<file path="config.mk">
export PLATFORM = sky130hd
export DESIGN_NAME = com_feeder
export DESIGN_NICKNAME = d
export VERILOG_FILES = /design/src/rtl/com_pkg.sv /design/src/rtl/com_feeder.sv
export SDC_FILE = /design/constraint.sdc
export NUM_CORES = 1
export LEC_CHECK = 0
export BUFFER_PORTS_ARGS = -buffer_cell sky130_fd_sc_hd__buf_2
export CAP_MARGIN = 20
export CORE_ASPECT_RATIO = 0.9
export CORE_MARGIN = 4
export CORE_UTILIZATION = 40
export DETAILED_ROUTE_END_ITERATION = 10
export GPL_TIMING_DRIVEN = 0
export REMOVE_ABC_BUFFERS = 1
export SYNTH_ARGS = -nofsm -noshare
export SYNTH_HDL_FRONTEND = slang
export SYNTH_SLANG_ARGS = --single-unit
</file>
<file path="constraint.sdc">
create_clock -name clk_in -period 8.1 [get_ports clk_in]
set_input_delay 1.62 -clock clk_in [delete_from_list [all_inputs] [get_ports clk_in]]
set_output_delay 1.62 -clock clk_in [all_outputs]
set_load 0.01 [all_outputs]
</file>
<file path="src/rtl/com_pkg.sv">
`default_nettype none
// ============================================================================
//  Module      : com_pkg
//  Description : Shared types and widths for the center_of_mass pixel path
//                (com_feeder producer and center_of_mass consumer).
//  Revision    : 1.0 - initial release
// ============================================================================
package com_pkg;

  localparam int X_W   = 11;  // column coordinate width
  localparam int Y_W   = 10;  // row coordinate width
  localparam int CNT_W = 20;  // selected-pixel count width

  typedef enum logic [1:0] {
    IDLE   = 2'd0,
    STREAM = 2'd1,
    FLUSH  = 2'd2,
    TAB    = 2'd3
  } com_state_t;

endpackage
`default_nettype wire

</file>
<file path="src/rtl/com_feeder.sv">
`default_nettype none
// ============================================================================
//  Module      : com_feeder
//  Description : Thresholds the camera luma stream, emits (x, y, valid) for
//                each dark pixel of a frame, then holds the tabulate strobe
//                until center_of_mass answers or the wait times out.
//  Revision    : 1.0 - initial release
// ============================================================================
module com_feeder
  import com_pkg::*;
#(
  parameter int H_ACTIVE     = 1024,
  parameter int V_ACTIVE     = 768,
  parameter int FLUSH_CYCLES = 4,
  parameter int TAB_TIMEOUT  = 4096
) (
  input  logic             clk_in,
  input  logic             rst_in,
  input  logic [X_W-1:0]   hcount_in,
  input  logic [Y_W-1:0]   vcount_in,
  input  logic [7:0]       pixel_in,
  input  logic             pixel_valid_in,
  input  logic [7:0]       threshold_in,
  input  logic             com_valid_in,
  output logic [X_W-1:0]   x_out,
  output logic [Y_W-1:0]   y_out,
  output logic             valid_out,
  output logic             tabulate_out,
  output logic             frame_done_out,
  output logic             empty_out,
  output logic             timeout_out,
  output logic [CNT_W-1:0] pixel_count_out,
  output logic             busy_out
);

  // One timer serves both the flush delay and the tabulate timeout.
  localparam int c_TMR_MAX = (FLUSH_CYCLES > TAB_TIMEOUT) ? FLUSH_CYCLES : TAB_TIMEOUT;
  localparam int c_TMR_W   = $clog2(c_TMR_MAX + 1);

  localparam logic [X_W-1:0]     c_H_LAST    = X_W'(H_ACTIVE - 1);
  localparam logic [Y_W-1:0]     c_V_LAST    = Y_W'(V_ACTIVE - 1);
  localparam logic [c_TMR_W-1:0] c_FLUSH_END = c_TMR_W'(FLUSH_CYCLES);
  localparam logic [c_TMR_W-1:0] c_TAB_END   = c_TMR_W'(TAB_TIMEOUT - 1);
  localparam logic [CNT_W-1:0]   c_CNT_MAX   = '1;

  com_state_t         r_state, w_state_nxt;
  logic [7:0]         r_thr, w_thr_nxt;
  logic [CNT_W-1:0]   r_cnt, w_cnt_nxt;
  logic [c_TMR_W-1:0] r_tmr, w_tmr_nxt;
  logic [X_W-1:0]     r_x, w_x_nxt;
  logic [Y_W-1:0]     r_y, w_y_nxt;
  logic               r_valid, w_valid_nxt;
  logic               r_tab, w_tab_nxt;
  logic               r_done, w_done_nxt;
  logic               r_empty, w_empty_nxt;
  logic               r_timeout, w_timeout_nxt;
  logic [CNT_W-1:0]   r_pcnt, w_pcnt_nxt;

  logic               w_first, w_last, w_start, w_take, w_sel;
  logic [7:0]         w_thr;
  logic [CNT_W-1:0]   w_base_cnt;

  // A (0,0) pixel in IDLE or STREAM opens a fresh frame: it uses the
  // incoming threshold and restarts the count, so a mid-frame resync
  // behaves exactly like a frame start.
  assign w_first    = pixel_valid_in && (hcount_in == '0) && (vcount_in == '0);
  assign w_last     = pixel_valid_in && (hcount_in == c_H_LAST) && (vcount_in == c_V_LAST);
  assign w_start    = w_first && ((r_state == IDLE) || (r_state == STREAM));
  assign w_take     = w_start || ((r_state == STREAM) && pixel_valid_in);
  assign w_thr      = w_start ? threshold_in : r_thr;
  assign w_base_cnt = w_start ? '0 : r_cnt;
  assign w_sel      = pixel_valid_in && (pixel_in < w_thr);

  // Next-state and next-output decode for the frame FSM.
  always_comb begin
    w_state_nxt   = r_state;
    w_thr_nxt     = r_thr;
    w_cnt_nxt     = r_cnt;
    w_tmr_nxt     = r_tmr;
    w_x_nxt       = r_x;
    w_y_nxt       = r_y;
    w_valid_nxt   = 1'b0;
    w_tab_nxt     = 1'b0;
    w_done_nxt    = 1'b0;
    w_empty_nxt   = 1'b0;
    w_timeout_nxt = 1'b0;
    w_pcnt_nxt    = r_pcnt;
    case (r_state)
      IDLE, STREAM: begin
        if (w_take) begin
          w_thr_nxt = w_thr;
          w_cnt_nxt = w_base_cnt;
          if (w_sel) begin
            w_valid_nxt = 1'b1;
            w_x_nxt     = hcount_in;
            w_y_nxt     = vcount_in;
            if (w_base_cnt != c_CNT_MAX) begin
              w_cnt_nxt = w_base_cnt + CNT_W'(1);
            end
          end
          if (w_last) begin
            w_state_nxt = FLUSH;
            w_tmr_nxt   = '0;
          end else begin
            w_state_nxt = STREAM;
          end
        end
      end
      FLUSH: begin
        if (r_tmr == c_FLUSH_END) begin
          w_tmr_nxt = '0;
          if (r_cnt == '0) begin
            w_done_nxt  = 1'b1;
            w_empty_nxt = 1'b1;
            w_pcnt_nxt  = '0;
            w_state_nxt = IDLE;
          end else begin
            w_tab_nxt   = 1'b1;
            w_state_nxt = TAB;
          end
        end else begin
          w_tmr_nxt = r_tmr + c_TMR_W'(1);
        end
      end
      TAB: begin
        // A result arriving on the last allowed cycle beats the timeout.
        if (com_valid_in) begin
          w_done_nxt  = 1'b1;
          w_pcnt_nxt  = r_cnt;
          w_state_nxt = IDLE;
        end else if (r_tmr == c_TAB_END) begin
          w_done_nxt    = 1'b1;
          w_timeout_nxt = 1'b1;
          w_pcnt_nxt    = r_cnt;
          w_state_nxt   = IDLE;
        end else begin
          w_tab_nxt = 1'b1;
          w_tmr_nxt = r_tmr + c_TMR_W'(1);
        end
      end
      default: w_state_nxt = IDLE;
    endcase
  end

  // State and output registers; reset clears everything immediately.
  always_ff @(posedge clk_in or posedge rst_in) begin
    if (rst_in) begin
      r_state   <= IDLE;
      r_thr     <= '0;
      r_cnt     <= '0;
      r_tmr     <= '0;
      r_x       <= '0;
      r_y       <= '0;
      r_valid   <= 1'b0;
      r_tab     <= 1'b0;
      r_done    <= 1'b0;
      r_empty   <= 1'b0;
      r_timeout <= 1'b0;
      r_pcnt    <= '0;
    end else begin
      r_state   <= w_state_nxt;
      r_thr     <= w_thr_nxt;
      r_cnt     <= w_cnt_nxt;
      r_tmr     <= w_tmr_nxt;
      r_x       <= w_x_nxt;
      r_y       <= w_y_nxt;
      r_valid   <= w_valid_nxt;
      r_tab     <= w_tab_nxt;
      r_done    <= w_done_nxt;
      r_empty   <= w_empty_nxt;
      r_timeout <= w_timeout_nxt;
      r_pcnt    <= w_pcnt_nxt;
    end
  end

  assign x_out           = r_x;
  assign y_out           = r_y;
  assign valid_out       = r_valid;
  assign tabulate_out    = r_tab;
  assign frame_done_out  = r_done;
  assign empty_out       = r_empty;
  assign timeout_out     = r_timeout;
  assign pixel_count_out = r_pcnt;
  assign busy_out        = (r_state != IDLE);

endmodule
`default_nettype wire

</file>
==> results.cfg <==
[status]
status = finished clean

[logic_synthesis]
async_flop_share = 1.00
synth_top_area_share = 0.506
synthTopCellsByArea = dfrtp_1 51%, mux2_2 5.4%, a22o_1 4.0%
synthFlopType = dfrtp_1
synth_top_area_cell = dfrtp_1
synth_seq_cells = 89
ys_seq_area_frac = 0.506
yosys_warnings = 0
ys_types = 48
syn_avg_cell_area_sq_um = 10.5
syn-cell-area_sq_mm = 0.00440
synth_edf_count = 0
netlist_instances = 418
yosys-top-cells-count = 89 x dfrtp_1, 27 x nand2_1, 24 x a21oi_1
synthMostInstantiatedCell = dfrtp_1

[clock_network]
numCtsBuffers = 9
cts_tree = built
post-cts-setup-buffer-count = 0
cts_resized = 0
cts_root_buf = clkbuf_16
clk_pin_slew_ns = 0.06
hold_buffers = 0
cts_max_level = 3
clkLatencyLatePin_ns = 0.34
clockBufferDepth = 2
cts_sinks = 89

[worst_setup_path]
critPathArrivalTime_ns = 5.69
critical-path-slowest-cell = a2111oi_0
worstPathMaxFanout = 24
crit_required_ns = 8.32
start_kind = primary input
crit_chain = buf_2 -> nor4_1 -> nand4_1 -> nor2_2 -> buf_8 -> mux2i_1 -> ha_1 -> nand4_1 -> a2111oi_0 -> nor2_1 -> a21o_1 -> and2_1 -> mux2_2
path_class = in2reg
path_delay_family = simple AND/OR/NAND/NOR gates
endpoint_kind = flip-flop
critPathMaxStageDelay_ns = 0.78
crit_top_cell = nand4_1
cp_num_buf_inv = 2

[drt]
dr.pass1.iters = 4
drtIter0Drc = 202
avgViaCountPerCell = 5.74
wl_per_cell_um = 16.6
drc = 0
ant_nets = 0
routed_wl_mm = 10.7
vias = 3679

[timing]
rsz0062_at_grt = false
fin_crit_ns = 5.47
slew_headroom = 0.271
setup_violations = 0
final_hold_viol_count = 0
clock-skew-final_ns = 0.00958
slew_violations = 0
fin_ws_ns = 2.63
fmax_ghz = 0.183
fin_hold_ws_ns = 0.483
fin_tns_setup_ns = 0
worst_slew_pin_slew_ns = 1.09
period_share = 0.675

[power_and_ir_drop]
power_mw = 0.937
p_leak_nw = 2.68
powerDensity_mw_per_mm2 = 176
vdd_drop_max_mv = 0.0874

[floorplan]
dieArea_sq_mm = 0.0127
core_sq_mm = 0.0108
io_pins = 88
start_util = 0.407
dieWidth_um = 119
num_rows = 36
dieHeight_um = 107

[placed_design]
pre_cts_slack_ns = 2.27
dpl-instance-area_sq_mm = 0.00499
globalplace.congestion = 0.816
numPortBuffers = 87
dp_hpwl_mm = 7.68

[global_route]
met1_usage = 0.231
grt_usage = 0.175
grt_pass1_vias = 3669
antenna_found_initial = 0
use_met2 = 0.280
grt_max_degree = 57
globalRouteOverflowTotal = 0
grt.busiest_layer = met2
grt_pass1_wl_mm = 18.0
met3_usage = 0.0536

[cells_and_area]
final_area_sq_mm = 0.00533
fin_nets = 555
syn2layout_area_growth_pct = 21.2
drive_above_1_share = 0.272
num_antenna_cells = 0

[run]
drv_cap = 0

[worst_hold_path]
hold_path.class = reg2reg
-- routing by layer --
layer,wire (um),vias up
li1,-,1759
met3,672,11
met2,4880,106
met4,142,0
met5,0,-
met1,4960,1803
-- sequential cells by signal, summed over array words and instances (netlist names) --
signal	count
empty_out	1
r_tmr	13
valid_out	1
r_cnt	20
tabulate_out	1
timeout_out	1
r_state	2
x_out	11
pixel_count_out	20
r_thr	8
y_out	10
frame_done_out	1
-- per-stage QoR --
step / util / std cells
floorplan: - / 400
detailed placement: 0.461 / 624
CTS: 0.492 / 639
global route: 0.493 / 641
finish: 0.493 / 641
global placement: 0.455 / 620
-- cell type report --
cell class / count / area [sq um]
clock inverters: 2 / 60.1
multi-input cells: 290 / 2010
flip-flops and latches: 89 / 2230
well taps: 133 / 166
fillers: 1017 / 5480
repair buffers: 93 / 515
clock buffers: 13 / 270
inverters: 21 / 81.3
-- worst reg2reg max path, stage by stage (launching register included) --
cell	delay (ns)
dfrtp_1	0.50
nor4_1	0.27
nand2_1	0.18
nor2_2	0.42
buf_8	0.23
mux2i_1	0.25
ha_1	0.17
nand4_1	0.12
a2111oi_0	0.78
nor2_1	0.15
a21o_1	0.23
and2_1	0.52
mux2_2	0.45
-- cell usage in the layout, fill, tap and decap left out, drive strengths merged, types with 4 or more instances in the layout --
cell type  synthesis  routed
buf                7      93
dfrtp             89      89
nand2             27      27
a21oi             24      24
mux2              21      21
inv               21      21
a22o              20      20
nand4             17      17
nand3             17      17
nor2              17      17
nor4              15      15
clkbuf            11      13
nor3              11      11
mux2i             11      11
o21ai             11      11
a31oi             10      10
ha                10      10
or3                8       8
or4                7       7
and4               6       6
and3               6       6
o21a               6       6
o31ai              6       6
a211oi             6       6
and2               5       5
a41oi              4       4
-- power by group --
| part | switching [mW] | internal [mW] | total [mW] | leakage, nW |
|---|---|---|---|---|
| Sequential | 0.0000000165 | 0.445 | 0.445 | 1.22 |
| Combinational | 0.0224 | 0.0128 | 0.0352 | 1.29 |
| Clock | 0.163 | 0.294 | 0.457 | 0.162 |
| Total | 0.186 | 0.751 | 0.937 | 2.68 |
-- worst paths after layout --
check	start	end	slack (ns)	depth (start not counted)
max	hcount_in[5]	y_out[5]	2.63	13
min	r_thr[1]	r_thr[1]	0.48	2
max reg2reg	r_state[1]	y_out[5]	3.72	12
min reg2reg	r_thr[1]	r_thr[1]	0.48	2
max in group asynchronous	rst_in	pixel_count_out[18]	6.20	3
min in group asynchronous	rst_in	r_tmr[8]	1.29	2
-- cell families (layout without fill, tap and decap cells) --
| kind of cell | Yosys count | after routing | synth area share |
|---|---|---|---|
| compound gates | 99 | 99 | 0.159 |
| xor+xnor | 2 | 2 | 0.00398 |
| fa+ha+maj | 10 | 10 | 0.0284 |
| buf+inv | 39 | 129 | 0.0378 |
| flops | 89 | 89 | 0.506 |
| mux | 32 | 32 | 0.0788 |
| simple gates | 147 | 147 | 0.186 |
(Power assumes the default switching activity.)
